`config.mk`:
```
export PLATFORM = sky130hd
export DESIGN_NAME = scp_alarm_ctrl_flat
export DESIGN_NICKNAME = d
export VERILOG_FILES = /design/src/rtl/scp_alarm_ctrl_if.sv /design/src/rtl/scp_alarm_ctrl.sv /design/src/flat_wrapper.sv
export SDC_FILE = /design/constraint.sdc
export NUM_CORES = 1
export LEC_CHECK = 0
export CAP_MARGIN = 30
export CORE_MARGIN = 5
export CORE_UTILIZATION = 45
export DETAILED_ROUTE_END_ITERATION = 10
export PLACE_DENSITY = 0.74
export SYNTH_ARGS = -nofsm -noshare
export SYNTH_HDL_FRONTEND = slang
export SYNTH_SLANG_ARGS = --single-unit
```
`constraint.sdc`:
```
create_clock -name clock -period 2.4 [get_ports clock]
set_clock_uncertainty 0.05 [all_clocks]
set_input_delay 0.48 -clock clock [delete_from_list [all_inputs] [get_ports clock]]
set_output_delay 0.48 -clock clock [all_outputs]
set_load 0.02 [all_outputs]
```
`src/rtl/scp_alarm_ctrl_if.sv`:
```
// Action/cheat/ack inputs and alarm outputs
// exchanged between the facility bus and scp_alarm_ctrl.
interface scp_alarm_if;
    logic       a1;
    logic       a2;
    logic       a3;
    logic       cheat_out;
    logic       ack;
    logic [1:0] alarm_state;
    logic       siren;
    logic       lockdown;
    logic [5:0] timer;
    logic [7:0] breach_count;

    modport master (
        output a1, a2, a3, cheat_out, ack,
        input  alarm_state, siren, lockdown, timer, breach_count
    );

    modport slave (
        input  a1, a2, a3, cheat_out, ack,
        output alarm_state, siren, lockdown, timer, breach_count
    );
endinterface

```
`src/rtl/scp_alarm_ctrl.sv`:
```
// Latched, escalating facility alarm driven by the
// scp_079 action and cheat flags.
module scp_alarm_ctrl #(
    parameter int ESC_SECS  = 10,
    parameter int LOCK_SECS = 20
) (
    input logic        clock,
    input logic        reset,
    scp_alarm_if.slave bus
);
    localparam logic [1:0] S_IDLE  = 2'b00;
    localparam logic [1:0] S_WARN  = 2'b01;
    localparam logic [1:0] S_ALARM = 2'b10;
    localparam logic [1:0] S_LOCK  = 2'b11;

    localparam logic [5:0] ESC_T  = 6'(ESC_SECS - 1);
    localparam logic [5:0] LOCK_T = 6'(LOCK_SECS - 1);

    logic [1:0] r_state;
    logic       r_siren;
    logic       r_lock;
    logic [5:0] r_timer;
    logic [7:0] r_count;

    logic [1:0] w_nxt;
    logic       w_siren;
    logic       w_act;
    logic       w_low;

    assign w_act = bus.a1 | bus.a2 | bus.a3;
    assign w_low = bus.a1 | bus.a2;

    always_comb begin
        w_nxt = r_state;
        case (r_state)
            S_IDLE: begin
                if (bus.cheat_out)  w_nxt = S_LOCK;
                else if (bus.a3)    w_nxt = S_ALARM;
                else if (w_low)     w_nxt = S_WARN;
            end
            S_WARN: begin
                if (bus.cheat_out)  w_nxt = S_LOCK;
                else if (bus.a3)    w_nxt = S_ALARM;
                else if (w_low) begin
                    if (r_timer == ESC_T) w_nxt = S_ALARM;
                end
                else                w_nxt = S_IDLE;
            end
            S_ALARM: begin
                // Timeout outranks a valid ack on the same edge
                if (bus.cheat_out)           w_nxt = S_LOCK;
                else if (r_timer == LOCK_T)  w_nxt = S_LOCK;
                else if (bus.ack && !w_act)  w_nxt = S_IDLE;
            end
            default: begin
                if (bus.ack && !w_act && !bus.cheat_out)
                    w_nxt = S_IDLE;
            end
        endcase
    end

    always_comb begin
        w_siren = 1'b1;
        case (w_nxt)
            S_IDLE:  w_siren = 1'b0;
            S_WARN:  w_siren = (r_state != S_WARN) ? 1'b1 : ~r_siren;
            default: w_siren = 1'b1;
        endcase
    end

    always_ff @(posedge clock) begin
        if (reset) begin
            r_state <= S_IDLE;
            r_siren <= 1'b0;
            r_lock  <= 1'b0;
            r_timer <= 6'd0;
            r_count <= 8'd0;
        end else begin
            r_state <= w_nxt;
            r_siren <= w_siren;
            r_lock  <= (w_nxt == S_LOCK);
            if (w_nxt != r_state)
                r_timer <= 6'd0;
            else if (r_timer != 6'd63)
                r_timer <= r_timer + 6'd1;
            if (r_state == S_IDLE && w_nxt != S_IDLE && r_count != 8'hFF)
                r_count <= r_count + 8'd1;
        end
    end

    assign bus.alarm_state  = r_state;
    assign bus.siren        = r_siren;
    assign bus.lockdown     = r_lock;
    assign bus.timer        = r_timer;
    assign bus.breach_count = r_count;
endmodule

```
`src/flat_wrapper.sv`:
```
// flat-port wrapper written by rule: the top's interface ports become plain ports
module scp_alarm_ctrl_flat 
#(
    parameter int ESC_SECS  = 10,
    parameter int LOCK_SECS = 20
)
  (clock, reset, bus_a1, bus_a2, bus_a3, bus_cheat_out, bus_ack, bus_alarm_state, bus_siren, bus_lockdown, bus_timer, bus_breach_count);
  scp_alarm_if bus_i ();
  input logic clock;
  input logic reset;
  input wire logic [$bits(bus_i.a1)-1:0] bus_a1;
  input wire logic [$bits(bus_i.a2)-1:0] bus_a2;
  input wire logic [$bits(bus_i.a3)-1:0] bus_a3;
  input wire logic [$bits(bus_i.cheat_out)-1:0] bus_cheat_out;
  input wire logic [$bits(bus_i.ack)-1:0] bus_ack;
  output wire logic [$bits(bus_i.alarm_state)-1:0] bus_alarm_state;
  output wire logic [$bits(bus_i.siren)-1:0] bus_siren;
  output wire logic [$bits(bus_i.lockdown)-1:0] bus_lockdown;
  output wire logic [$bits(bus_i.timer)-1:0] bus_timer;
  output wire logic [$bits(bus_i.breach_count)-1:0] bus_breach_count;
  assign bus_i.a1 = bus_a1;
  assign bus_i.a2 = bus_a2;
  assign bus_i.a3 = bus_a3;
  assign bus_i.cheat_out = bus_cheat_out;
  assign bus_i.ack = bus_ack;
  assign bus_alarm_state = bus_i.alarm_state;
  assign bus_siren = bus_i.siren;
  assign bus_lockdown = bus_i.lockdown;
  assign bus_timer = bus_i.timer;
  assign bus_breach_count = bus_i.breach_count;
  scp_alarm_ctrl #(.ESC_SECS(ESC_SECS), .LOCK_SECS(LOCK_SECS)) u_core (.clock(clock), .reset(reset), .bus(bus_i));
endmodule
```
==> key figures, run 1 <==
Global routing
  • Grt ovf: 0
  • First-pass GRT wire length: 3770 µm
  • Largest net degree at the start of global routing: 15
  • Tot GR Track Use: 0.142
  • Vias in the first global route: 879
  • Initial antenna violation count: 0

STA
  • Crit path time final: 2.07 ns
  • Final setup vio count: 0
  • Setup_tns: 0 ns
  • Worst-Margin Slew: 0.640 ns
  • Fin. max-slew vios: 0
  • Hold Vio Cnt, Final: 0
  • Fmax: 483 MHz
  • Final Cycle Share: 0.862
  • RSZ-0062 raised after global routing: no
  • Slew HR: 0.573

Clock network
  • Post-CTS Setup Repair Bufs: 0
  • CTS sink count: 18
  • Clk buf depth: 2
  • Clk root buf: clkbuf_4
  • CTS H-tree lvls: 1
  • Cts bufs inserted: 3
  • Latest clock arrival within the worst-skew pair: 0.29 ns
  • Hold_buf cts: 0
  • Reg clk slew, reported paths: 0.10 ns
  • Post-cts resize count: 0
  • TritonCTS clock tree: done

Route
  • Top Layer Used: met4
  • Drt initial violations: 21
  • Met3 wire len: 106 µm
  • Met1 WL: 1090 µm
  • Via density per instance: 5.66
  • Post-route antenna net violation count: 0
  • DR DRC count: 0
  • First-pass iteration count of the detailed router: 4
  • Met2 Wirelength: 1100 µm
  • DR vias: 957
  • DRT Wirelength: 2310 µm
  • Post-DR wirelength/cell: 13.7 µm

Finish
  • Final cell count without fillers: 169
  • Synth-to-Final Area Change: 31.4%
  • Diodes inserted: 0
  • Share of cells above drive strength 1: 0.0993
  • Fin nets: 152

Worst setup path
  • Crit Path Class: flop to flop
  • Worst Setup Start Kind: flop
  • CP Max Fanout: 6
  • Critical Path AT: 2.21 ns
  • Required time of the critical path: 2.54 ns
  • CP endpoint kind: flop

Run status
  • Outcome: finished clean

Placed design
  • Hpwl dp: 1790 µm
  • GPL Wtd Cong: 0.875
  • Port buffer count: 24
  • Dpl cells: 165

Synth
  • Number of synthesized flops with an enable pin: 0
  • Synth async-reset ratio: 0
  • Main synth FF type: dfxtp_1
  • Distinct cells, synth: 39
  • Number of synthesized register bits: 18
  • Sequential share of the synthesized area: 0.360
  • Syn nets: 123
  • Post-synthesis cell count: 113
  • Synthesis warning total: 0
  • Mapped Area: 1000 µm²
  • Syn_area_per_cell: 8.85 µm²

Die
  • Width of the die: 57.1 µm
  • Die area: 3260 µm²
  • Starting Density: 0.461
  • Die height: 57.1 µm
  • I/O pins: 25
  • Core area: 2170 µm²
  • Row count: 17

Pwr
  • Leakage: 0.420 nW
  • Pwr per Cell Area: 471 nW/µm²
  • Peak supply drop: 0.370 mV

Run
  • Max Cap Viol: 0

Min path
  • Hold WC Path Type: flop to flop
-- worst max-delay path: stages (launching register included) --
cell	delay, ns
dfxtp_1	0.43
ha_1	0.27
nand4bb_1	0.15
nor3_1	0.30
o221ai_1	0.37
a2111oi_4	0.41
-- cell type report --
type | instances | area (µm²)
Fill cell | 206 | 856
Multi-Input combinational cell | 85 | 593
Sequential cell | 18 | 360
Timing Repair Buffer | 27 | 263
Tap cell | 28 | 35.0
Clock buffer | 4 | 36.3
Inverter | 7 | 26.3
-- layer usage --
layer,vias to the layer above,global-route usage
met5,-,0
met4,0,0.0497
met3,2,0.0271
met2,33,0.237
met1,437,0.184
li1,485,-
-- per-stage QoR --
step / utilization / worst slack, ns / hold WS (ns) / total power [W] / area (µm²)
2_1_floorplan: - / 0.417 / 0.509 / 0.000392 / 1000
3_5_place_dp: 0.589 / 0.0576 / 0.452 / 0.000441 / 1280
3_3_place_gp: 0.589 / 0.123 / 0.438 / 0.000438 / 1280
6_report: 0.606 / 0.331 / 0.478 / 0.000618 / 1310
5_1_grt: 0.606 / 0.217 / 0.511 / 0.000651 / 1310
4_1_cts: 0.606 / 0.359 / 0.487 / 0.000623 / 1310
-- cell usage after synthesis, types with 3 or more instances --
| cell | n | area, µm² |
|---|---|---|
| a21oi_1 | 8 | 40.0 |
| o21ai_0 | 3 | 15.0 |
| nand3_1 | 10 | 50.1 |
| nor2_1 | 9 | 33.8 |
| nor3_1 | 4 | 20.0 |
| o31ai_1 | 3 | 22.5 |
| nand2_1 | 5 | 18.8 |
| ha_1 | 3 | 37.5 |
| or3_1 | 4 | 25.0 |
| inv_1 | 7 | 26.3 |
| a211oi_1 | 4 | 30.0 |
| dfxtp_1 | 18 | 360 |
| or4_1 | 3 | 22.5 |
-- registers in the layout, summed over array words and instances (netlist names) --
| name | flops |
|---|---|
| u_core.bus.alarm_state | 2 |
| u_core.bus.breach_count | 8 |
| u_core.bus.lockdown | 1 |
| u_core.bus.siren | 1 |
| u_core.bus.timer | 6 |
-- layout by cell type (no fill, tap or decap), types with 2 or more instances in the layout --
cell / count
a2111oi_4: 2
a211oi_1: 4
a21oi_1: 8
buf_4: 3
clkbuf_4: 3
clkdlybuf4s50_1: 24
dfxtp_1: 18
ha_1: 3
inv_1: 7
mux2i_1: 2
nand2_1: 5
nand3_1: 10
nand4_1: 2
nor2_1: 9
nor3_1: 4
o21ai_0: 3
o21ai_1: 2
o31ai_1: 3
or2_2: 2
or3_1: 4
or4_1: 3
xor2_1: 2
-- where the power goes --
group | total, W | internal (W) | switching, W
Combinational | 0.000110 | 0.0000512 | 0.0000593
Sequential | 0.000324 | 0.000310 | 0.0000145
Clock | 0.000184 | 0.0000923 | 0.0000915
-- cell families (layout without fill, tap and decap cells) --
kind of cell / after synthesis / count (layout) / synth area share
AO/OA/AOI/OAI: 32 / 32 / 0.259
multiplexers: 2 / 2 / 0.0200
adder cells (fa/ha/maj): 3 / 3 / 0.0376
AND/OR/NAND/NOR: 45 / 45 / 0.250
XOR/XNOR: 3 / 3 / 0.0263
flip-flops: 18 / 18 / 0.360
buffers and inverters: 10 / 38 / 0.0463
-- path summary, 6_finish.rpt --
check	to	startpoint	slack (ns)	cells past startpoint
min reg2reg	u_core.bus.breach_count[7]	u_core.bus.breach_count[7]	0.48	2
max reg2reg	u_core.bus.timer[2]	u_core.bus.timer[0]	0.33	5
min	u_core.bus.breach_count[7]	u_core.bus.breach_count[7]	0.48	2
max	u_core.bus.timer[2]	u_core.bus.timer[0]	0.33	5
(Power assumes the default switching activity.)
==> run 2, diff against run 1 <==
--- a/config.mk
+++ b/config.mk
@@ -9,7 +9,7 @@
 export CORE_MARGIN = 5
 export CORE_UTILIZATION = 45
 export DETAILED_ROUTE_END_ITERATION = 10
-export PLACE_DENSITY = 0.74
+export PLACE_DENSITY = 0.81
 export SYNTH_ARGS = -nofsm -noshare
 export SYNTH_HDL_FRONTEND = slang
 export SYNTH_SLANG_ARGS = --single-unit
==> run 2 against run 1 <==
  * Register-to-register slack improved by 0.05 ns
  * Via count increased by 2.8%
  * Cell count unchanged
  * Hold slack got worse by 0.016 ns
  * Sequential power about the same
  * Critical path depth unchanged
  * Fmax decreased by 1.3%
  * First-iteration DRC count decreased by 43%
  * Largest cell class unchanged
  * Highest routed layer unchanged
==> key figures, run 2 (synthesis results as in run 1) <==
Run status
  • Outcome: finished clean

STA
  • Setup_tns: 0 ns
  • Slew HR: 0.586
  • Fmax: 477 MHz
  • RSZ-0062 raised after global routing: no
  • Final setup vio count: 0
  • Final hold slack: 0.462 ns
  • Worst-Margin Slew: 0.622 ns
  • Hold Vio Cnt, Final: 0
  • Final Cycle Share: 0.873
  • Fin. max-slew vios: 0
  • Crit path time final: 2.10 ns

Worst setup path
  • Required time of the critical path: 2.50 ns
  • CP Max Fanout: 6
  • Cells on worst reg2reg path: 5
  • Slowest stage cell on the critical path: o31ai_2
  • R2R setup slack: 0.38 ns
  • CP cell instances: clkdlybuf4s50_1, nor2_1, a31oi_1, o31ai_2, a221oi_1
  • Crit Path Class: input port to flop
  • Slowest Stage Delay on Critical Path: 0.54 ns
  • Worst Setup Start Kind: input port
  • R2R Path Start: u_core.bus.timer[0]
  • Critical Path AT: 2.20 ns
  • CP endpoint kind: flop
  • Reg2reg end: u_core.bus.timer[2]

Min path
  • Hold EP: u_core.bus.breach_count[7]
  • Min-Delay Startpoint: u_core.bus.breach_count[7]
  • Hold path cells: 2
  • Hold WC Path Type: flop to flop

Pwr
  • Internal power: 0.000454 W
  • Pwr per Cell Area: 476 nW/µm²
  • Sequential Power Share: 0.518
  • Clock power share: 0.303
  • Leakage: 0.420 nW
  • Peak supply drop: 0.428 mV
  • Total Power: 0.000626 W
  • Psw: 0.000172 W
  • Comb pwr share: 0.179
  • Sw frac: 0.274

Global routing
  • Grt ovf: 0
  • First-pass GRT wire length: 4260 µm
  • Tot GR Track Use: 0.160
  • Largest net degree at the start of global routing: 13
  • Initial antenna violation count: 0
  • Vias in the first global route: 996

Die
  • Core area: 2170 µm²
  • Die height: 57.1 µm
  • Row count: 17
  • Width of the die: 57.1 µm
  • I/O pins: 25
  • Starting Density: 0.461
  • Die area: 3260 µm²

Finish
  • Sequential cell area: 360 µm²
  • Max reg flops: 8
  • Most frequent cells in the layout: 24 x clkdlybuf4s50_1, 18 x dfxtp_1, 10 x nand3_1
  • Leading cell type in the layout, fill and taps excluded: clkdlybuf4s50_1
  • Fill count: 200
  • Fin nets: 152
  • Synth-to-Final Area Change: 31.4%
  • Share of cells above drive strength 1: 0.0993
  • Final instance area: 1310 µm²
  • Final cell count without fillers: 169
  • Diodes inserted: 0
  • Multi-input logic area: 593 µm²

Clock network
  • Post-cts resize count: 0
  • CTS H-tree lvls: 1
  • Reg clk slew, reported paths: 0.10 ns
  • Hold_buf cts: 0
  • Clk root buf: clkbuf_4
  • CTS sink count: 18
  • Post-CTS Setup Repair Bufs: 0
  • TritonCTS clock tree: done
  • Latest clock arrival within the worst-skew pair: 0.30 ns
  • Cts bufs inserted: 3
  • Clk buf depth: 2

Run
  • Max Cap Viol: 0

Route
  • Post-DR wirelength/cell: 14.0 µm
  • DR DRC count: 0
  • Post-route antenna net violation count: 0
  • Via density per instance: 5.82
  • Drt initial violations: 12
  • First-pass iteration count of the detailed router: 4
  • DR vias: 984
  • DRT Wirelength: 2370 µm

Placed design
  • GPL Wtd Cong: 0.765
  • Placed inst area: 1280 µm²
  • Dpl cells: 165
  • Port buffer count: 24
  • Hpwl dp: 1790 µm
==> run 2: layout make-up <==
class                   instances  area share
inverters                       7      0.0200
multi-input cells              85       0.451
clock buffers                   4      0.0276
repair buffers                 27       0.200
flip-flops and latches         18       0.274
well taps                      28      0.0267
==> run 2: how the worst max path moves through the flow <==
stage,from,end,slack [ns],cells past startpoint
after floorplan,u_core.bus.timer[0],u_core.bus.timer[2],0.42,6
after global placement,bus_a3,u_core.bus.breach_count[5],0.13,6
after detailed placement,bus_a2,u_core.bus.timer[3],0.03,5
after CTS,bus_a2,u_core.bus.timer[3],0.32,5
after global routing,bus_a2,u_core.bus.timer[3],0.13,5
final,bus_a2,u_core.bus.timer[3],0.30,5
==> run 2: power groups by stage <==
stage          sequential, W  clock, W  combinational [W]
2_1_floorplan       0.000342         0          0.0000507
3_3_place_gp        0.000330         0           0.000108
3_5_place_dp        0.000331         0           0.000111
4_1_cts             0.000324  0.000191           0.000112
5_1_grt             0.000326  0.000205           0.000122
6_report            0.000324  0.000190           0.000112
==> run 2: metal layers <==
metal,share of wire,GRT usage
met1,0.45,0.196
met2,0.48,0.277
met3,0.055,0.0271
met4,0.016,0.0629
met5,0,0
==> run 2: critical path, delay by kind of cell <==
| kind | cells | cell delay, ns |
|---|---|---|
| AO/OA/AOI/OAI | 3 | 0.94 |
| AND/OR/NAND/NOR | 1 | 0.35 |
| buffers and inverters | 1 | 0.43 |
==> run 2: per-stage QoR <==
step	worst slack, ns	utilization
after floorplan	0.417	-
after global placement	0.132	0.589
after detailed placement	0.0326	0.589
after CTS	0.316	0.606
after global routing	0.127	0.606
final	0.304	0.606
